File: src/rtl/rv32i_pkg.sv
// Shared types and constants for the RV32I fetch front end.
package rv32i_pkg;

  localparam int unsigned QUEUE_DEPTH = 2;
  localparam int unsigned QCNT_W      = 2;

  localparam logic [31:0] DEFAULT_RESET_PC = 32'h0000_0000;
  localparam logic [31:0] INSTR_ZERO       = 32'h0000_0000;

  typedef enum logic [1:0] {
    ST_BOOT = 2'd0,
    ST_RUN  = 2'd1,
    ST_HALT = 2'd2
  } fetch_state_t;

  typedef struct packed {
    logic [31:0] instr;
    logic [31:0] pc;
  } fetch_entry_t;

  function automatic logic [31:0] pc_plus4(input logic [31:0] pc);
    return pc + 32'd4;
  endfunction

  function automatic logic [31:0] word_index(input logic [31:0] pc);
    return {2'b00, pc[31:2]};
  endfunction

endpackage

File: src/rtl/fetch_queue.sv
// Two-entry FIFO of fetched {instr, pc} pairs; clear wins over push/pop.
module fetch_queue
  import rv32i_pkg::*;
(
  input  logic              clk,
  input  logic              rst,
  input  logic              push,
  input  fetch_entry_t      push_data,
  input  logic              pop,
  input  logic              clear,
  output logic              full,
  output logic              empty,
  output fetch_entry_t      head,
  output logic [QCNT_W-1:0] count
);

  fetch_entry_t        r_mem [QUEUE_DEPTH];
  logic                r_rd_ptr;
  logic                r_wr_ptr;
  logic [QCNT_W-1:0]   r_count;

  logic w_do_pop;
  logic w_do_push;

  // A push into a full queue is legal only when the head leaves in the same cycle.
  assign w_do_pop  = pop && (r_count != '0);
  assign w_do_push = push && ((r_count != QCNT_W'(QUEUE_DEPTH)) || w_do_pop);

  always_ff @(posedge clk or negedge rst) begin
    if (!rst) begin
      r_rd_ptr <= 1'b0;
      r_wr_ptr <= 1'b0;
      r_count  <= '0;
      for (int unsigned i = 0; i < QUEUE_DEPTH; i++) begin
        r_mem[i] <= '0;
      end
    end else if (clear) begin
      r_rd_ptr <= 1'b0;
      r_wr_ptr <= 1'b0;
      r_count  <= '0;
    end else begin
      if (w_do_push) begin
        r_mem[r_wr_ptr] <= push_data;
        r_wr_ptr        <= ~r_wr_ptr;
      end
      if (w_do_pop) begin
        r_rd_ptr <= ~r_rd_ptr;
      end
      r_count <= r_count + QCNT_W'(w_do_push) - QCNT_W'(w_do_pop);
    end
  end

  assign full  = (r_count == QCNT_W'(QUEUE_DEPTH));
  assign empty = (r_count == '0);
  assign head  = r_mem[r_rd_ptr];
  assign count = r_count;

endmodule

File: src/rtl/instruction_fetch.sv
// RV32I instruction fetch: PC, BOOT/RUN/HALT control, fault and zero-word
// halting, and a 2-entry queue feeding decode over valid/ready.
module instruction_fetch
  import rv32i_pkg::*;
#(
  parameter logic [31:0] RESET_PC   = DEFAULT_RESET_PC,
  parameter int unsigned IMEM_DEPTH = 1024
) (
  input  logic        clk,
  input  logic        rst,
  output logic [31:0] imem_addr,
  input  logic [31:0] imem_rd,
  input  logic        redirect_valid,
  input  logic [31:0] redirect_pc,
  output logic        id_valid,
  input  logic        id_ready,
  output logic [31:0] id_instr,
  output logic [31:0] id_pc,
  output logic [31:0] id_pc_plus4,
  output logic        halted,
  output logic        fetch_fault
);

  fetch_state_t r_state;
  fetch_state_t w_state_nxt;
  logic [31:0]  r_pc;
  logic [31:0]  w_pc_nxt;
  logic         r_fault;
  logic         w_fault_nxt;

  logic              w_push;
  logic              w_clear;
  logic              w_pop;
  logic              w_full;
  logic              w_empty;
  logic              w_enq_ok;
  logic              w_bad_pc;
  logic              w_zero_word;
  logic [QCNT_W-1:0] w_count;
  fetch_entry_t      w_head;
  fetch_entry_t      w_push_data;

  assign w_pop       = !w_empty && id_ready;
  assign w_enq_ok    = (w_count < QCNT_W'(QUEUE_DEPTH)) || (w_full && w_pop);
  assign w_bad_pc    = (r_pc[1:0] != 2'b00) || (word_index(r_pc) >= 32'(IMEM_DEPTH));
  assign w_zero_word = (imem_rd == INSTR_ZERO);
  assign w_push_data = '{instr: imem_rd, pc: r_pc};

  always_ff @(posedge clk or negedge rst) begin
    if (!rst) begin
      r_state <= ST_BOOT;
      r_pc    <= RESET_PC;
      r_fault <= 1'b0;
    end else begin
      r_state <= w_state_nxt;
      r_pc    <= w_pc_nxt;
      r_fault <= w_fault_nxt;
    end
  end

  // Priority: redirect, bad PC, zero word, normal enqueue.
  always_comb begin
    w_state_nxt = r_state;
    w_pc_nxt    = r_pc;
    w_fault_nxt = r_fault;
    w_push      = 1'b0;
    w_clear     = 1'b0;

    if (redirect_valid) begin
      w_clear  = 1'b1;
      w_pc_nxt = redirect_pc;
      if (redirect_pc[1:0] == 2'b00) begin
        w_state_nxt = ST_RUN;
        w_fault_nxt = 1'b0;
      end else begin
        w_state_nxt = ST_HALT;
        w_fault_nxt = 1'b1;
      end
    end else begin
      case (r_state)
        ST_BOOT: begin
          w_state_nxt = ST_RUN;
        end
        ST_RUN: begin
          if (w_bad_pc) begin
            w_state_nxt = ST_HALT;
            w_fault_nxt = 1'b1;
          end else if (w_zero_word) begin
            w_state_nxt = ST_HALT;
          end else if (w_enq_ok) begin
            w_push   = 1'b1;
            w_pc_nxt = pc_plus4(r_pc);
          end
        end
        ST_HALT: begin
          w_state_nxt = ST_HALT;
        end
        default: begin
          w_state_nxt = ST_HALT;
          w_fault_nxt = 1'b1;
        end
      endcase
    end
  end

  fetch_queue u_fetch_queue (
    .clk       (clk),
    .rst       (rst),
    .push      (w_push),
    .push_data (w_push_data),
    .pop       (w_pop),
    .clear     (w_clear),
    .full      (w_full),
    .empty     (w_empty),
    .head      (w_head),
    .count     (w_count)
  );

  // Payload reads as zero whenever nothing is presented, including in reset.
  assign id_valid    = !w_empty;
  assign id_instr    = w_empty ? 32'h0 : w_head.instr;
  assign id_pc       = w_empty ? 32'h0 : w_head.pc;
  assign id_pc_plus4 = w_empty ? 32'h0 : pc_plus4(w_head.pc);

  assign imem_addr   = word_index(r_pc);
  assign halted      = (r_state == ST_HALT);
  assign fetch_fault = r_fault;

endmodule

File: config.mk
export PLATFORM = sky130hd
export DESIGN_NAME = instruction_fetch
export DESIGN_NICKNAME = d
export VERILOG_FILES = /design/src/rtl/rv32i_pkg.sv /design/src/rtl/fetch_queue.sv /design/src/rtl/instruction_fetch.sv
export SDC_FILE = /design/constraint.sdc
export NUM_CORES = 1
export LEC_CHECK = 0
export CORE_MARGIN = 5
export CORE_UTILIZATION = 50
export DETAILED_ROUTE_END_ITERATION = 12
export GPL_ROUTABILITY_DRIVEN = 0
export GPL_TIMING_DRIVEN = 0
export PLACE_DENSITY = 0.79
export SLEW_MARGIN = 10
export SYNTH_ARGS = -nofsm -noshare
export SYNTH_HDL_FRONTEND = slang
export SYNTH_SLANG_ARGS = --single-unit
File: constraint.sdc
create_clock -name clk -period 6.5 [get_ports clk]
set_input_delay 0.975 -clock clk [delete_from_list [all_inputs] [get_ports clk]]
set_output_delay 0.975 -clock clk [all_outputs]
set_load 0.01 [all_outputs]
==> results of run 1 <==
==> final timing paths <==
path                                                      startpoint                                    to  slack (ps)  cells past startpoint
worst max register to register                  r_pc[17]$_DFFE_PN0P_  u_fetch_queue.r_mem[119]$_DFFE_PN0P_        3760                      6
max in group asynchronous                                        rst   u_fetch_queue.r_mem[27]$_DFFE_PN0P_        5150                      2
min in group asynchronous                                        rst   u_fetch_queue.r_mem[72]$_DFFE_PN0P_         530                      1
worst min register to register  u_fetch_queue.r_mem[125]$_DFFE_PN0P_  u_fetch_queue.r_mem[125]$_DFFE_PN0P_         480                      1
worst min-delay path            u_fetch_queue.r_mem[125]$_DFFE_PN0P_  u_fetch_queue.r_mem[125]$_DFFE_PN0P_         480                      1
worst max-delay path              u_fetch_queue.r_rd_ptr$_DFFE_PN0P_                       id_pc_plus4[28]        1080                     11
==> logic make-up after synthesis <==
group                    synth area share [%]
AND/OR/NAND/NOR                          15.2
multiplexers                             21.6
flip-flops                               49.3
buffers and inverters                    6.04
AO/OA/AOI/OAI                            5.45
XOR/XNOR                                 1.55
adder cells (fa/ha/maj)                 0.739
other                                  0.0443
==> metal layers <==
layer | vias up | track usage (%)
met5 | - | 0
met1 | 3164 | 29.0
li1 | 3078 | -
met2 | 197 | 34.7
met4 | 0 | 5.66
met3 | 18 | 6.31
==> critical path, stage by stage (launching register included) <==
cell,delay [ps]
dfrtp_1,380
buf_2,250
buf_2,290
buf_2,350
mux2_2,270
ha_1,150
inv_1,70
nor4_2,730
nand4_1,290
clkbuf_1,300
o31ai_1,340
clkdlybuf4s50_1,600
==> cell usage in the layout, fill, tap and decap left out, drive strengths merged, types with 2 or more instances in the layout <==
| cell | n |
|---|---|
| clkdlybuf4s50 | 194 |
| dfrtp | 167 |
| mux2 | 112 |
| nor2 | 92 |
| buf | 62 |
| mux2i | 57 |
| nor2b | 50 |
| clkbuf | 32 |
| nand2 | 21 |
| nor4 | 17 |
| o21ai | 15 |
| nand3 | 14 |
| o31ai | 13 |
| nand4 | 12 |
| inv | 12 |
| xnor2 | 11 |
| a21oi | 10 |
| a31oi | 10 |
| or4 | 8 |
| nor3 | 8 |
| clkinv | 8 |
| and2 | 7 |
| nand3b | 6 |
| o31a | 6 |
| ha | 5 |
| nand4b | 4 |
| xor2 | 4 |
| bufinv | 4 |
| or3 | 3 |
| a22oi | 3 |
| a32oi | 2 |
| a32o | 2 |
| conb | 2 |
| clkinvlp | 2 |
| o2111ai | 2 |
==> layout make-up <==
cell class | count | area [um^2] | share of cell area [%]
well taps | 220 | 275 | 2.42
plain buffers | 75 | 470 | 4.14
multi-input cells | 505 | 3780 | 33.3
repair buffers | 196 | 1980 | 17.5
inverters | 11 | 41.3 | 0.363
flip-flops and latches | 167 | 4180 | 36.8
clock inverters | 15 | 203 | 1.78
clock buffers | 17 | 425 | 3.74
==> flip-flops by register name (all words and copies together), names as in the netlist <==
name / flops
fetch_fault: 1
r_pc: 32
r_state: 2
u_fetch_queue.count: 2
u_fetch_queue.r_mem: 128
u_fetch_queue.r_rd_ptr: 1
u_fetch_queue.r_wr_ptr: 1
==> Yosys cell counts (14+ instances only) <==
library cell	n
nand2_1	21
nand3_1	14
mux2i_1	57
dfrtp_1	167
mux2_1	48
buf_4	40
nor4_1	16
mux2_2	64
o21ai_0	15
clkbuf_1	15
nor2_1	92
nor2b_1	50
==> per-stage QoR <==
step | hold slack (ps) | util [%]
6_report | 485 | 68.5
3_5_place_dp | 474 | 64.7
3_3_place_gp | 467 | 64.5
4_1_cts | 489 | 68.5
2_1_floorplan | 456 | -
5_1_grt | 495 | 68.5
==> power breakdown <==
| part | internal (mW) | switching [mW] | total (mW) |
|---|---|---|---|
| logic | 0.165 | 0.197 | 0.362 |
| registers | 1.06 | 0.0254 | 1.09 |
| clock network | 0.645 | 0.410 | 1.06 |
| total | 1.87 | 0.632 | 2.51 |
==> results_dict.tcl, run 1 <==
set metrics [dict create \
    status "complete, no violations" \
    critPathLaunchType "flop" \
    stdcell_count 1206 \
    wire_per_inst_um 17.5 \
    cts_sinks 167 \
    syn_inst 757 \
    yosysWarnings 0 \
    drv_cap 0 \
    routed.top_layer "met4" \
    setup_viol 0 \
    p_per_area_nw_per_um2 221 \
    grt_pass1_vias 6615 \
    synth_area_leaders "dfrtp_1, mux2_2, mux2i_1" \
    ant_nets 0 \
    syn_area_um2 8470 \
    die_w_um 140 \
    tns_ps 0 \
    drc 0 \
    pre_cts_slack_ps 1520 \
    dr.pass1.iters 4 \
    drt-total-wl_mm 21.1 \
    holdBufCountCts 0 \
    core_um2 16600 \
    viasPerCell 5.35 \
    io-pin-count 199 \
    avgSynthCellArea_um2 11.2 \
    synthFlopType "dfrtp_1" \
    root_buffer "clkbuf_16" \
    cts_inserted_buffers 17 \
    crit_type "flop to output port" \
    crit_required_ps 5520 \
    track_usage_pct 21.6 \
    num_vias 6457 \
    async_reset_ff_share_pct 100 \
    grt_pass1_wl_mm 34.5 \
    fin_skew_ps 9.72 \
    layout-drive-gt1-share_pct 16.0 \
    critPathCaptureType "output port" \
    finalNetCount 1046 \
    n_antenna_cell 0 \
    rsz0062_at_grt "no" \
    worst-path-max-fanout 10 \
    synth_seq_cells 167 \
    clock_latency_ps 420 \
    hp-class "flop to flop" \
    antenna_found_initial 0 \
    ys_seq_area_share_pct 49.3 \
    grt_remaining_overflow 0 \
    ir_drop_mv 0.159 \
    grt_max_degree 86 \
    synth_top_cell_by_area "dfrtp_1" \
    fin_ws_ps 1080 \
    cts_resized 0 \
    wl_met2_mm 10.0 \
    period_needed_ps 5420 \
    fin_area_um2 11400 \
    period_share_pct 83.4 \
    io_buffers 195 \
    worst_pin_slew_ps 799 \
    fp.dieH_um 140 \
    hold_viol 0 \
    synth_edf_count 0 \
    drt_iter0_markers 319 \
    start_util_pct 51.1 \
    die-area_um2 19600 \
    cp.arrival_ps 4450 \
    clkSlewWorstSetupHoldPaths_ps 60 \
    hpwl_mm 15.8 \
    clockBufferDepth 2 \
    area_growth_pct 34.1 \
    post_cts_buffers 0 \
    htreeDepth 4 \
    slew_headroom_pct 46.3 \
    placed_area_um2 10700 \
    fillCellCount 1338 \
    dpl.cell_count 1174 \
    wl_met3_mm 1.45 \
    synth_top_area_share_pct 49.3 \
    synth.distinct_cells 49 \
    total_power_mw 2.51 \
    clock.fmax_mhz 184 \
    finalMaxSlewViolations 0 \
    cts_tree "built" \
    power.leakage_nw 4.87 \
    wl_met1_mm 9.38 \
    rows 47 \
]
Note: power is estimated with default switching activity, not from simulation.
==> run 2, diff against run 1 <==
--- a/config.mk
+++ b/config.mk
@@ -6,11 +6,11 @@
 export NUM_CORES = 1
 export LEC_CHECK = 0
 export CORE_MARGIN = 5
-export CORE_UTILIZATION = 50
+export CORE_UTILIZATION = 46
 export DETAILED_ROUTE_END_ITERATION = 12
 export GPL_ROUTABILITY_DRIVEN = 0
 export GPL_TIMING_DRIVEN = 0
-export PLACE_DENSITY = 0.79
+export PLACE_DENSITY = 0.77
 export SLEW_MARGIN = 10
 export SYNTH_ARGS = -nofsm -noshare
 export SYNTH_HDL_FRONTEND = slang
==> constraint.sdc (replaced) <==
create_clock -name clk -period 4.4 [get_ports clk]
set_input_delay 0.66 -clock clk [delete_from_list [all_inputs] [get_ports clk]]
set_output_delay 0.66 -clock clk [all_outputs]
set_load 0.01 [all_outputs]
==> run 2 against run 1 <==
Total power grew 47%. Register-to-register slack lost 2100 ps. Via count grew 0.84%. Largest power group unchanged.
==> results_dict.tcl, run 2 (synthesized netlist as in run 1, its figures left out) <==
set metrics [dict create \
    status "complete, no violations" \
    setup_viol 0 \
    viasPerCell 5.35 \
    holdWs_ps 226 \
    clkSlewWorstSetupHoldPaths_ps 60 \
    layout-drive-gt1-share_pct 16.1 \
    fin_ws_ps 255 \
    hold_viol 0 \
    critPathLaunchType "flop" \
    drc 0 \
    final_util_pct 63.2 \
    power.leakage_nw 4.89 \
    grt_remaining_overflow 0 \
    cp_slowest_cell "clkdlybuf4s50_1" \
    period_share_pct 94.2 \
    htreeDepth 4 \
    crit_type "flop to output port" \
    io_buffers 195 \
    finalNetCount 1048 \
    hpwl_mm 15.9 \
    drt-total-wl_mm 21.5 \
    pwr-share-clk_pct 41.8 \
    sw_frac_of_total_pct 25.1 \
    die_w_um 146 \
    die-area_um2 21200 \
    largest-register "u_fetch_queue.r_mem" \
    drv_cap 0 \
    rsz0062_at_grt "no" \
    wire_per_inst_um 17.7 \
    ant_nets 0 \
    area_growth_pct 34.5 \
    clockBufferDepth 2 \
    dpl.cell_count 1183 \
    cts_inserted_buffers 17 \
    io-pin-count 199 \
    worst-path-max-fanout 19 \
    grt_pass1_vias 6818 \
    critPathCaptureType "output port" \
    top_regs "u_fetch_queue.r_mem x128, r_pc x32" \
    worstPathCellList "clkbuf_4 > buf_4 > mux2_2 > ha_1 > inv_1 > nor4_4 > nand4_1 > buf_2 > nor4_1 > nor3_1 > clkdlybuf4s50_1" \
    antenna_found_initial 1 \
    num_vias 6511 \
    tns_ps 0 \
    largest_register_ffs 128 \
    rows 49 \
    p_int_mw 2.76 \
    stdcell_count 1217 \
    root_buffer "clkbuf_16" \
    layout_commonest_cell "clkdlybuf4s50_1" \
    cp.arrival_ps 3480 \
    cts_tree "built" \
    fp.dieH_um 146 \
    pre_cts_slack_ps -243 \
    n_antenna_cell 0 \
    power_frac_comb_pct 14.6 \
    final_cell_mix "clkdlybuf4s50_1, dfrtp_1, nor2_1" \
    grt_pass1_wl_mm 35.9 \
    finalMaxSlewViolations 0 \
    crit_required_ps 3740 \
    core_um2 18000 \
    dr.pass1.iters 5 \
    p_seq_share_pct 43.7 \
    hp-class "primary input to asynchronous set/reset pin" \
    clock_latency_ps 420 \
    slowest_delay_ps 580 \
    track_usage_pct 20.3 \
    fin_area_um2 11400 \
    slew_headroom_pct 49.5 \
    clock.fmax_mhz 241 \
    start_util_pct 47.0 \
    p_per_area_nw_per_um2 323 \
    drt_iter0_markers 363 \
    cts_sinks 167 \
    power.switching_uw 925 \
    worst_pin_slew_ps 757 \
    placed_area_um2 10700 \
    total_power_mw 3.68 \
    ir_drop_mv 0.268 \
    period_needed_ps 4140 \
    fin_skew_ps 8.71 \
    grt_max_degree 87 \
    holdBufCountCts 0 \
]
run 2: power by group through the flow:
stage | sequential, mW | combinational [mW] | clock (mW)
finish | 1.61 | 0.536 | 1.54
floorplan | 1.62 | 0.282 | 0
global route | 1.61 | 0.582 | 1.64
global placement | 1.64 | 0.534 | 0
CTS | 1.61 | 0.547 | 1.57
detailed placement | 1.64 | 0.542 | 0
run 2: path summary, 6_finish.rpt:
path / startpoint / to / slack, ps / depth (start not counted)
max: u_fetch_queue.r_rd_ptr$_DFFE_PN0P_ / id_pc_plus4[30] / 260 / 11
min in group clk: u_fetch_queue.r_mem[123]$_DFFE_PN0P_ / u_fetch_queue.r_mem[123]$_DFFE_PN0P_ / 480 / 1
min reg2reg: u_fetch_queue.r_mem[123]$_DFFE_PN0P_ / u_fetch_queue.r_mem[123]$_DFFE_PN0P_ / 480 / 1
max reg2reg: r_pc[16]$_DFFE_PN0P_ / u_fetch_queue.r_mem[52]$_DFFE_PN0P_ / 1630 / 7
min: rst / u_fetch_queue.r_mem[73]$_DFFE_PN0P_ / 230 / 1
max in group asynchronous: rst / u_fetch_queue.r_mem[103]$_DFFE_PN0P_ / 3340 / 2
run 2: worst max-delay path: cells and delay by family (launching register included):
| kind | cells | cell delay [ps] |
|---|---|---|
| buf+inv | 5 | 1520 |
| mux | 1 | 420 |
| flops | 1 | 390 |
| simple gates | 4 | 520 |
| fa+ha+maj | 1 | 210 |
run 2: final cells by class:
| type | count | area, um^2 |
|---|---|---|
| clock buffers | 22 | 474 |
| fillers | 1495 | 6630 |
| well taps | 229 | 287 |
| repair buffers | 199 | 2010 |
| flip-flops and latches | 167 | 4180 |
| multi-input cells | 505 | 3790 |
| plain buffers | 74 | 472 |
| clock inverters | 10 | 143 |
| inverters | 11 | 41.3 |
run 2: routing by layer:
layer	up-vias	track usage, %	routed length [um]	part of all wire (%)
met1	3222	26.8	9830	46
met5	-	0	13	0.060
met3	14	5.76	1370	6.3
li1	3090	-	-	-
met2	183	34.0	10200	47
met4	2	3.68	113	0.52
run 2: timing repair:
item	4_1_cts	5_1_grt
pin swaps	1	1
setup endpoints to repair	12	5
gates resized for setup	4	2
setup buffers	1	2
